==> src/rtl/l2sw_pkg.sv <==
// Shared L2 switch definitions: frame field layout, SFD constants and egress arbiter states.
package l2sw_pkg;

    localparam int DEPTH      = 16;
    localparam int ADDR_WIDTH = 4;
    localparam int SFD_WIDTH  = 4;

    localparam logic [SFD_WIDTH-1:0]  SFD_PATTERN    = 4'b1010;
    localparam logic [ADDR_WIDTH-1:0] BROADCAST_ADDR = 4'hF;

    localparam int SFD_MSB = 15;
    localparam int SFD_LSB = 12;
    localparam int DST_MSB = 11;
    localparam int DST_LSB = 8;
    localparam int SRC_MSB = 7;
    localparam int SRC_LSB = 4;
    localparam int PAY_MSB = 3;
    localparam int PAY_LSB = 0;

    typedef enum logic [1:0] {
        ST_IDLE,
        ST_WAIT_BUSY,
        ST_WAIT_DONE,
        ST_GAP
    } arb_state_t;

    function automatic logic [SFD_WIDTH-1:0] frame_sfd(input logic [DEPTH-1:0] frame);
        return frame[SFD_MSB:SFD_LSB];
    endfunction

endpackage

==> src/rtl/egress_port_arbiter_rr_pick.sv <==
// Combinational round-robin picker: first set request searching last+1, last+2, ... mod N_PORTS.
module rr_pick #(
    parameter int unsigned N_PORTS = 4,
    parameter int unsigned IDX_W   = $clog2(N_PORTS)
) (
    input  logic [N_PORTS-1:0] req,
    input  logic [IDX_W-1:0]   last,
    output logic               valid,
    output logic [IDX_W-1:0]   idx
);

    always_comb begin
        valid = 1'b0;
        idx   = '0;
        for (int unsigned k = 1; k <= N_PORTS; k++) begin
            int unsigned cand;
            cand = (32'(last) + k) % N_PORTS;
            if (!valid && req[cand]) begin
                valid = 1'b1;
                idx   = IDX_W'(cand);
            end
        end
    end

endmodule

==> src/rtl/egress_port_arbiter.sv <==
// Round-robin egress arbiter feeding one TX serializer, with busy timeout and inter-frame gap.
// Optional SFD screening at grant time is enabled by defining EGRESS_ARB_SFD_CHECK_EN.
module egress_port_arbiter
    import l2sw_pkg::*;
#(
    parameter int N_PORTS      = 4,
    parameter int DEPTH        = 16,
    parameter int IFG_CYCLES   = 2,
    parameter int BUSY_TIMEOUT = 4,
    parameter int IDX_W        = $clog2(N_PORTS)
) (
    input  logic                       clk,
    input  logic                       rst,
    input  logic [N_PORTS-1:0]         req,
    input  logic [N_PORTS*DEPTH-1:0]   frame_in,
    output logic [N_PORTS-1:0]         ack,
    output logic [DEPTH-1:0]           tx_frame,
    output logic                       frame_tx_valid,
    input  logic                       tx_busy,
    output logic [IDX_W-1:0]           grant_idx,
    output logic                       arb_active,
`ifdef EGRESS_ARB_SFD_CHECK_EN
    output logic                       drop_pulse,
`endif
    output logic                       tx_timeout
);

    localparam int TMR_W = (BUSY_TIMEOUT < 1) ? 1 : $clog2(BUSY_TIMEOUT + 1);
    localparam int GAP_W = (IFG_CYCLES < 1) ? 1 : $clog2(IFG_CYCLES + 1);

    arb_state_t         r_state, w_state_nxt;
    logic [TMR_W-1:0]   r_timer, w_timer_nxt;
    logic [GAP_W-1:0]   r_gap, w_gap_nxt;
    logic [IDX_W-1:0]   r_last, w_last_nxt;
    logic [DEPTH-1:0]   r_tx_frame, w_frame_nxt;
    logic               r_valid, w_valid_nxt;
    logic [N_PORTS-1:0] r_ack, w_ack_nxt;
    logic [IDX_W-1:0]   r_grant, w_grant_nxt;
    logic               r_timeout, w_timeout_nxt;
    logic               r_drop, w_drop_nxt;

    logic               w_pick_valid;
    logic [IDX_W-1:0]   w_pick_idx;
    logic [DEPTH-1:0]   w_pick_frame;
    logic               w_sfd_ok;

    rr_pick #(
        .N_PORTS (N_PORTS),
        .IDX_W   (IDX_W)
    ) u_rr_pick (
        .req   (req),
        .last  (r_last),
        .valid (w_pick_valid),
        .idx   (w_pick_idx)
    );

    assign w_pick_frame = frame_in[32'(w_pick_idx)*DEPTH +: DEPTH];

`ifdef EGRESS_ARB_SFD_CHECK_EN
    assign w_sfd_ok   = (w_pick_frame[DEPTH-1 -: SFD_WIDTH] == SFD_PATTERN);
    assign drop_pulse = r_drop;
`else
    assign w_sfd_ok   = 1'b1;
`endif

    always_ff @(posedge clk or posedge rst) begin
        if (rst) begin
            r_state    <= ST_IDLE;
            r_timer    <= '0;
            r_gap      <= '0;
            r_last     <= IDX_W'(N_PORTS - 1);
            r_tx_frame <= '0;
            r_valid    <= 1'b0;
            r_ack      <= '0;
            r_grant    <= '0;
            r_timeout  <= 1'b0;
            r_drop     <= 1'b0;
        end else begin
            r_state    <= w_state_nxt;
            r_timer    <= w_timer_nxt;
            r_gap      <= w_gap_nxt;
            r_last     <= w_last_nxt;
            r_tx_frame <= w_frame_nxt;
            r_valid    <= w_valid_nxt;
            r_ack      <= w_ack_nxt;
            r_grant    <= w_grant_nxt;
            r_timeout  <= w_timeout_nxt;
            r_drop     <= w_drop_nxt;
        end
    end

    always_comb begin
        w_state_nxt   = r_state;
        w_timer_nxt   = r_timer;
        w_gap_nxt     = r_gap;
        w_last_nxt    = r_last;
        w_frame_nxt   = r_tx_frame;
        w_valid_nxt   = 1'b0;
        w_ack_nxt     = '0;
        w_grant_nxt   = r_grant;
        w_timeout_nxt = 1'b0;
        w_drop_nxt    = 1'b0;
        unique case (r_state)
            ST_IDLE: begin
                if (w_pick_valid) begin
                    w_last_nxt             = w_pick_idx;
                    w_grant_nxt            = w_pick_idx;
                    w_ack_nxt[w_pick_idx]  = 1'b1;
                    if (w_sfd_ok) begin
                        w_frame_nxt = w_pick_frame;
                        w_valid_nxt = 1'b1;
                        w_timer_nxt = TMR_W'(BUSY_TIMEOUT);
                        w_state_nxt = ST_WAIT_BUSY;
                    end else begin
                        w_drop_nxt  = 1'b1;
                    end
                end
            end
            ST_WAIT_BUSY: begin
                // Timeout fires on the edge the timer would reach zero, i.e. BUSY_TIMEOUT cycles after the load strobe.
                if (tx_busy) begin
                    w_state_nxt = ST_WAIT_DONE;
                end else if (r_timer <= TMR_W'(1)) begin
                    w_timeout_nxt = 1'b1;
                    w_state_nxt   = ST_IDLE;
                end else begin
                    w_timer_nxt = r_timer - TMR_W'(1);
                end
            end
            ST_WAIT_DONE: begin
                if (!tx_busy) begin
                    if (IFG_CYCLES == 0) begin
                        w_state_nxt = ST_IDLE;
                    end else begin
                        w_gap_nxt   = GAP_W'(IFG_CYCLES);
                        w_state_nxt = ST_GAP;
                    end
                end
            end
            ST_GAP: begin
                if (r_gap <= GAP_W'(1)) begin
                    w_state_nxt = ST_IDLE;
                end else begin
                    w_gap_nxt = r_gap - GAP_W'(1);
                end
            end
            default: w_state_nxt = ST_IDLE;
        endcase
    end

    assign ack            = r_ack;
    assign tx_frame       = r_tx_frame;
    assign frame_tx_valid = r_valid;
    assign grant_idx      = r_grant;
    assign tx_timeout     = r_timeout;
    assign arb_active     = (r_state != ST_IDLE);

endmodule

==> config.mk <==
export PLATFORM = sky130hd
export DESIGN_NAME = egress_port_arbiter
export DESIGN_NICKNAME = d
export VERILOG_FILES = /design/src/rtl/l2sw_pkg.sv /design/src/rtl/egress_port_arbiter_rr_pick.sv /design/src/rtl/egress_port_arbiter.sv
export SDC_FILE = /design/constraint.sdc
export NUM_CORES = 1
export LEC_CHECK = 0
export BUFFER_PORTS_ARGS = -buffer_cell sky130_fd_sc_hd__buf_2
export CAP_MARGIN = 10
export CORE_UTILIZATION = 30
export CTS_BUF_LIST = sky130_fd_sc_hd__clkbuf_8 sky130_fd_sc_hd__clkbuf_16
export DETAILED_ROUTE_END_ITERATION = 8
export PLACE_DENSITY = 0.63
export SLEW_MARGIN = 20
export SYNTH_ARGS = -nofsm -noshare
export SYNTH_HDL_FRONTEND = slang
export SYNTH_SLANG_ARGS = --single-unit
==> constraint.sdc <==
create_clock -name clk -period 5 [get_ports clk]
set_input_delay 0.25 -clock clk [delete_from_list [all_inputs] [get_ports clk]]
set_output_delay 0.25 -clock clk [all_outputs]
set_load 0.1 [all_outputs]
=== Yosys cells after proc, flatten, opt, wreduce, memory -nomap -nowiden ===
Cells that the tools add are included.

* $add $sub $neg: 6
* $lt $le $gt $ge: 8
* Equal/unequal tests: 10
* Shifts and indexed selects: 1
* Multiplexer cells: 38
* Reduce and logical (&&, ||, !) cells: 15

{| class="wikitable"
|+ Operators with widths
! kind !! count
|-
| variable part select 64 x 7 -> 16 bit || 1
|-
| two-way mux 2 bit || 11
|-
| < comparator 2 x 3 -> 1 bit, second input constant || 5
|-
| two-way mux 1 bit || 14
|-
| != test 2 bit, second input constant || 5
|-
| two-way mux 3 bit || 3
|-
| binary-select mux 1 bit (select 2 bit) || 4
|-
| two-way mux 4 bit || 2
|-
| case mux 2 bit (4 select lines) || 1
|-
| AND reduction 4 bit || 2
|-
| case mux 3 bit (2 select lines) || 1
|-
| nonzero test 2 bit || 3
|-
| adder 2 x 1 -> 2 bit, second input constant || 2
|-
| adder 2 bit, second input constant || 2
|-
| equality test 2 bit, second input constant || 2
|-
| logical AND 1 bit || 4
|-
| case mux 2 bit (2 select lines) || 1
|-
| <= comparator 3 x 1 -> 1 bit, second input constant || 1
|-
| zero test 1 bit || 3
|-
| != test 3 bit, second input constant || 1
|-
| AND reduction 3 bit || 1
|-
| subtractor 3 x 1 -> 3 bit, second input constant || 1
|-
| demux 1 bit (select 2 bit) || 1
|-
| equality test 2 x 1 -> 1 bit, second input constant || 1
|-
| 6 further kinds || 6
|}

* Bits in registers: 33
* Input bits: 71
* Output and inout port bits: 25
* Word-level logic and storage cells: 87

=== Depth between registers and ports, before layout ===
Gate-level depths: netlist of run 1.

* Word-level depth: 19
* Mapped depth: 7
* Gate-level depth less buffers: 7

=== Hierarchy ===
A second synthesis of run 1 with hierarchy kept.

* Cells, all modules: 177
* Area, all modules: 1885.6 um^2

{| class="wikitable"
|+ By module, submodules not included
! module !! times used !! cells an instance !! area each (um^2) !! sequential area each (um^2)
|-
| egress_port_arbiter || 1 || 163 || 1794.2 || 828.3
|-
| rr_pick || 1 || 14 || 91.3 || 0.0
|}

=== Worst setup path before layout of run 1 ===
No wires, ideal clock.

* Path kind: register -> register
* Start: reg with a tool-made name
* End: reg r_tx_frame[0], in the netlist tx_frame[0]
* Library setup time: 134 ps
* Data arrival time: 1729 ps
* Required time: 4866 ps
* Slack: 3138 ps
* Cell stages (with the launch flop): 7
* Path buffers: 2
* Clock period less this slack: 1862 ps
* Path through: dfrtp_1 -> or2_2 -> or2_0 -> buf_2 -> buf_2 -> nand2_1 -> o21ai_1

{| class="wikitable"
|+ RTL lines
! element !! line !! text
|-
| end signal: assignment || egress_port_arbiter.sv:83 || <nowiki>r_tx_frame <= w_frame_nxt;</nowiki>
|-
| end: declaration || egress_port_arbiter.sv:35 || <nowiki>logic [DEPTH-1:0] r_tx_frame, w_frame_nxt;</nowiki>
|}

=== Worst setup path in the final report of run 1 ===
* Start: reg r_last[1]
* End: reg r_tx_frame[8], in the netlist tx_frame[8]

* Word-level cells in the longest chain between the ends: 14
* Elaborated cells on any way between the ends: 28
* Classes of those cells: add/sub (4); shift (1); mux (16); reduce/logical (7)

{| class="wikitable"
|+ Ends and longest elaborated chain
! element !! line !! text
|-
| start: declaration || egress_port_arbiter.sv:34 || <nowiki>logic [IDX_W-1:0] r_last, w_last_nxt;</nowiki>
|-
| start signal: assignment || egress_port_arbiter.sv:71 || <nowiki>r_last <= IDX_W'(N_PORTS - 1);</nowiki>
|-
| start signal: assignment || egress_port_arbiter.sv:82 || <nowiki>r_last <= w_last_nxt;</nowiki>
|-
| adder 2 x 1 -> 2 bit || egress_port_arbiter_rr_pick.sv:17 || <nowiki>cand = (32'(last) + k) % N_PORTS;</nowiki>
|-
| binary-select mux 1 bit (select 2 bit) || egress_port_arbiter_rr_pick.sv:18 || <nowiki>if (!valid && req[cand]) begin</nowiki>
|-
| two-way mux 1 bit (implied by the code) || egress_port_arbiter_rr_pick.sv:18 ||
|-
| two-way mux 1 bit || egress_port_arbiter_rr_pick.sv:18 ||
|-
| zero test 1 bit || egress_port_arbiter_rr_pick.sv:18 ||
|-
| logical AND 1 bit || egress_port_arbiter_rr_pick.sv:18 ||
|-
| two-way mux 1 bit || egress_port_arbiter_rr_pick.sv:18 ||
|-
| zero test 1 bit || egress_port_arbiter_rr_pick.sv:18 ||
|-
| logical AND 1 bit || egress_port_arbiter_rr_pick.sv:18 ||
|-
| two-way mux 1 bit || egress_port_arbiter_rr_pick.sv:18 ||
|-
| zero test 1 bit || egress_port_arbiter_rr_pick.sv:18 ||
|-
| logical AND 1 bit || egress_port_arbiter_rr_pick.sv:18 ||
|-
| two-way mux 2 bit or two-way mux 1 bit (tied branches) || egress_port_arbiter_rr_pick.sv:18 ||
|-
| variable part select 64 x 7 -> 16 bit or AND reduction 2 bit (tied branches) || - ||
|}

Parallel ways exist; a longest one is shown, timed or not. The select of a mux whose other input is x is not followed.
A chain may end at the register's enable or synchronous reset.

==> results.json, run 1 <==
{
  "status": "complete, no violations",
  "synth_top_family_by_area": "multiplexers",
  "crit_required_ps": 5140,
  "arrival_ps": 2460,
  "dp_cells": 360,
  "muxShareOfSynthArea": 0.251,
  "postCtsSetupRepairBufs": 0,
  "slowest_delay_ps": 620,
  "clock_path_buffers": 2,
  "ys.flop_type": "dfrtp_1",
  "cp-endpoint": "tx_frame[8]",
  "final_area_sq_um": 2620,
  "syn_area_per_cell_sq_um": 10.1,
  "drcViolationCount": 0,
  "syn_nets": 272,
  "tns_ps": 0,
  "die_w_um": 83.5,
  "die-area_sq_um": 6970,
  "cts_inserted_buffers": 5,
  "htree_levels": 2,
  "antenna_found_initial": 0,
  "hp-class": "in -> async",
  "grt_usage": 0.132,
  "routedWlPerCell_um": 11.9,
  "fin_skew_ps": 2.61,
  "routed_wl_um": 4400,
  "drv_cap": 0,
  "drt_iter0_drc": 21,
  "tightest_slew_ps": 853,
  "synth_area_leaders": "dfrtp_1 39%, mux2i_1 16%, mux2_2 9.1%, nand2_1 5.1%, o21ai_2 3.5%",
  "worst-r2r-setup-slack_ps": 2680,
  "chipHeight_um": 83.5,
  "globalplace.congestion": 0.713,
  "cts-root-buf": "clkbuf_8",
  "final_common_cell": "buf_2",
  "ys_ff_latch": 33,
  "grt_pass1_wl_um": 7430,
  "grt_pass1_vias": 1625,
  "critical-path-slowest-cell": "a311oi_4",
  "ys_seq_area_frac": 0.416,
  "n_antenna_cell": 0,
  "num_rows": 29,
  "insertion_delay_ps": 280,
  "grt_overflow": 0,
  "area_growth_pct": 31.4,
  "rsz0062_at_grt": "no",
  "finalCriticalPeriod_ps": 2320,
  "startpoint_type": "flop",
  "r2r_start": "r_last[1]",
  "critical_path_class": "reg -> reg",
  "synth_area_sq_um": 1990,
  "cp_cell_sequence": "nor3b_1 > a311oi_4 > buf_4 > mux2i_1 > mux2_2 > o21ai_1",
  "instances_no_fill": 369,
  "ios": 96,
  "cts.repair.resized": 0,
  "core_sq_um": 6390,
  "dp_hpwl_um": 3170,
  "cts_hold_buf": 0,
  "nNetsFinal": 365,
  "finalMaxSlewViolations": 0,
  "power_density_nw_per_um2": 775,
  "synthCells": 198,
  "critPathLaunch": "r_last[1]",
  "cp_max_fo": 18,
  "setup_violations": 0,
  "synth_compound_area_frac": 0.122,
  "dr_wl_met2_um": 2120,
  "num_vias": 1699,
  "start_util": 0.312,
  "synth_top_area_share": 0.390,
  "r2r_cells": 6,
  "synth_top_area_cell": "dfrtp_1",
  "max_freq_mhz": 432,
  "max_slew_margin": 0.432,
  "place_area_sq_um": 2500,
  "cts_tree": "yes",
  "endpoint_kind": "flop",
  "worstReg2RegEnd": "tx_frame[8]",
  "synthXorXnorAreaFrac": 0,
  "layout_common_cells": "95 x buf_2, 32 x mux2i_1, 31 x dfrtp_1, 27 x nand2_1, 16 x mux2_2",
  "async_reset_ff_frac": 1.00,
  "cts.clk_slew.worst_paths_ps": 70,
  "top_layer_used": "met4",
  "ant_nets": 0,
  "vias_per_cell": 4.60,
  "synth.distinct_cells": 35,
  "drive_gt1_frac": 0.466,
  "synth-simple-area-share": 0.131,
  "ys_warn_count": 0,
  "drt-met1-wl_um": 1890,
  "p_leak_nw": 1.38,
  "finalCritPeriodShare": 0.463,
  "synth_fa_ha_area_frac": 0.0189,
  "first_pass_iters": 4,
  "met3_length_um": 347,
  "peakVddDrop_mv": 0.398,
  "hold_viol_final": 0,
  "synth_edf_count": 0,
  "grt_max_degree": 41,
  "n_fill_cell": 655,
  "io_buffers": 95,
  "clock_sinks": 33
}
registers in the layout, summed over array words and instances (netlist names), named ones only:
name and flops:
r_state 1, frame_tx_valid 1, r_gap 2, grant_idx 2, tx_frame 16, ack 4
r_last 2, r_timer 3, tx_timeout 1
Yosys cell counts, types with 3 or more instances:
cell	n
nor3b_1	3
nand2b_1	4
clkbuf_1	6
a21oi_1	5
ha_1	3
inv_1	7
o21ai_1	9
dfrtp_1	31
mux2_2	16
o21ai_2	8
nor2_1	14
mux2i_1	32
nand2_1	27
o21ai_0	6
logic make-up (layout without fill, tap and decap cells):
kind of cell,count (synthesis),in the layout
compound gates,37,37
fa+ha+maj,3,3
buf+inv,19,113
flops,33,33
mux,48,48
simple gates,58,58
per-stage QoR:
stage / hold slack, ps / power [W] / utilization / setup slack [ps]
6_report: 47.5 / 0.00203 / 0.410 / 2680
2_1_floorplan: 377 / 0.00163 / - / 3140
4_1_cts: 57.2 / 0.00205 / 0.407 / 2200
5_1_grt: 88.5 / 0.00216 / 0.410 / 2560
3_3_place_gp: 377 / 0.00179 / 0.391 / 2290
3_5_place_dp: 372 / 0.00182 / 0.391 / 2180
layout make-up:
| cell class | instances | area, sq um | share of cell area |
|---|---|---|---|
| inverters | 7 | 26.3 | 0.0100 |
| well taps | 77 | 96.3 | 0.0368 |
| repair buffers | 98 | 505 | 0.193 |
| multi-input cells | 146 | 1060 | 0.405 |
| clock inverters | 1 | 5.00 | 0.00191 |
| flip-flops and latches | 33 | 828 | 0.317 |
| clock buffers | 7 | 96.3 | 0.0368 |
critical path, delay by kind of cell (launching register included):
family                 cells  cell delay (ps)
DFF                        1              590
and+or+nand+nor            1               90
muxes                      2              390
buffers and inverters      1              410
AOI/OAI and AO/OA          2              680
worst min path at each step:
| stage | cells past startpoint | end | start | slack [ps] |
|---|---|---|---|---|
| finish | 3 | r_timer[1] | rst | 50 |
| global route | 3 | grant_idx[0] | rst | 90 |
| global placement | 3 | ack[2] | rst | 380 |
| floorplan | 1 | async pin | rst | 380 |
| CTS | 3 | tx_frame[6] | rst | 60 |
| detailed placement | 3 | r_timer[1] | rst | 370 |
report_power, final:
part           total [W]  switching, W  internal [W]
clock           0.000225      0.000100      0.000124
sequential      0.000478     0.0000877      0.000390
combinational    0.00132      0.000976      0.000348
per-layer routing:
layer / vias up / GRT usage
met5: - / 0
met4: 0 / 0.0416
met3: 5 / 0.0396
met2: 64 / 0.228
met1: 755 / 0.156
li1: 875 / -
Power figures use the tool's default switching activity.
==> inputs of run 2 (changes only) <==
--- a/config.mk
+++ b/config.mk
@@ -10,7 +10,7 @@
 export CORE_UTILIZATION = 30
 export CTS_BUF_LIST = sky130_fd_sc_hd__clkbuf_8 sky130_fd_sc_hd__clkbuf_16
 export DETAILED_ROUTE_END_ITERATION = 8
-export PLACE_DENSITY = 0.63
+export PLACE_DENSITY = 0.65
 export SLEW_MARGIN = 20
 export SYNTH_ARGS = -nofsm -noshare
 export SYNTH_HDL_FRONTEND = slang
==> constraint.sdc (replaced) <==
create_clock -name clk -period 2 [get_ports clk]
set_input_delay 0.1 -clock clk [delete_from_list [all_inputs] [get_ports clk]]
set_output_delay 0.1 -clock clk [all_outputs]
set_load 0.1 [all_outputs]
==> results.json, run 2 (synthesis gave the netlist of run 1 again) <==
{
  "drv_cap": 0,
  "max_freq_mhz": 542,
  "drive_gt1_frac": 0.468,
  "power_density_nw_per_um2": 1910,
  "die_w_um": 83.5,
  "endpoint_kind": "flop",
  "n_antenna_cell": 0,
  "drcViolationCount": 0,
  "cp_max_fo": 18,
  "critical_path_class": "reg -> reg",
  "cts.repair.resized": 0,
  "drt_iter0_drc": 49,
  "final_common_cell": "buf_2",
  "insertion_delay_ps": 280,
  "hp-class": "in -> reg",
  "ant_nets": 0,
  "vias_per_cell": 4.54,
  "cts.clk_slew.worst_paths_ps": 70,
  "area_growth_pct": 33.8,
  "grt_pass1_vias": 1732,
  "setup_ws_ps": 157,
  "finalCritPeriodShare": 0.922,
  "grt_pass1_wl_um": 7550,
  "antenna_found_initial": 0,
  "p_total_w": 0.00510,
  "io_buffers": 95,
  "clock_path_buffers": 2,
  "crit_buf_inv": 1,
  "num_rows": 29,
  "worst-r2r-setup-slack_ps": 160,
  "hold_viol_final": 0,
  "status": "complete, no violations",
  "r2r_start": "r_last[1]",
  "die-area_sq_um": 6970,
  "finalMaxSlewViolations": 0,
  "arrival_ps": 2010,
  "routed_wl_um": 4410,
  "grt_usage": 0.133,
  "globalplace.congestion": 0.730,
  "dp_hpwl_um": 3320,
  "cts_inserted_buffers": 5,
  "cp-endpoint": "tx_frame[8]",
  "p_leak_nw": 1.39,
  "max_slew_margin": 0.671,
  "n_fill_cell": 645,
  "crit_required_ps": 2170,
  "chipHeight_um": 83.5,
  "worst-path-stages": 6,
  "nNetsFinal": 370,
  "htree_levels": 2,
  "routedWlPerCell_um": 11.8,
  "finalCriticalPeriod_ps": 1840,
  "worstReg2RegEnd": "tx_frame[8]",
  "cp_cell_sequence": "nor3b_1 > a311oi_4 > buf_12 > mux2i_1 > mux2_2 > o21ai_1",
  "tightest_slew_ps": 496,
  "peakVddDrop_mv": 0.931,
  "rsz0062_at_grt": "no",
  "r2r_cells": 6,
  "critPathLaunch": "r_last[1]",
  "critical-path-slowest-cell": "dfstp_2",
  "cpLargestDelayFamily": "flip-flops",
  "layout_common_cells": "95 x buf_2, 32 x mux2i_1, 31 x dfrtp_1, 27 x nand2_1, 16 x mux2_2",
  "grt_max_degree": 34,
  "setup_violations": 0,
  "startpoint_type": "flop",
  "instances_no_fill": 374,
  "dp_cells": 365,
  "cts_tree": "yes",
  "slowest_delay_ps": 590,
  "first_pass_iters": 4,
  "dpl_worst_slack_ps": 160,
  "ios": 96,
  "core_sq_um": 6390,
  "grt_overflow": 0,
  "num_vias": 1698,
  "largest_register_ffs": 16,
  "start_util": 0.312,
  "clock_sinks": 33,
  "fin_skew_ps": 5.47,
  "cts-root-buf": "clkbuf_8",
  "tns_ps": 0
}
## run 2: worst min path at each step
stage                       start         to  slack (ps)  cells after the start
after floorplan               rst  async pin         230                      1
after global placement        rst   r_gap[1]         220                      3
after detailed placement      rst   r_gap[1]         220                      3
after CTS                 tx_busy       flop         170                      3
after global routing      tx_busy       flop         200                      3
final                     tx_busy       flop         170                      3
## run 2: worst register-to-register path, delay by kind of cell, from the launching register on
family,cells,cell delay (ps)
buffers and inverters,1,230
AOI/OAI and AO/OA,2,440
and+or+nand+nor,1,90
muxes,2,390
DFF,1,590
## run 2: area by class of cell
type                    instances  area, sq um  share of cell area
multi-input cells             146         1060               0.397
well taps                      77         96.3              0.0362
clock inverters                 3         22.5             0.00845
repair buffers                103          563               0.211
inverters                       7         26.3             0.00986
flip-flops and latches         33          828               0.311
clock buffers                   5         68.8              0.0258
## run 2: report_power, final
group / leakage [nW] / internal [W] / total, W / switching [W]
Clock: 0.0364 / 0.000244 / 0.000505 / 0.000261
Combinational: 0.946 / 0.000946 / 0.00342 / 0.00247
Sequential: 0.408 / 0.000975 / 0.00118 / 0.000201
## run 2: metal layers
metal	part of all wire	track usage
met1	0.43	0.156
met2	0.50	0.242
met3	0.067	0.0376
met4	0.0032	0.0277
met5	0	0
## run 2: through the flow
step | instance area (sq um) | util | hold slack (ps)
6_report | 2660 | 0.417 | 167
5_1_grt | 2660 | 0.417 | 195
4_1_cts | 2660 | 0.417 | 172
3_3_place_gp | 2560 | 0.401 | 217
3_5_place_dp | 2560 | 0.401 | 223
2_1_floorplan | 1990 | - | 227
## run 2: what timing repair did
action,in CTS,in global routing
hold endpoints to repair,31,0
hold buffers,1,0
buffers inserted,0,0
endpoints found under the setup margin,0,0
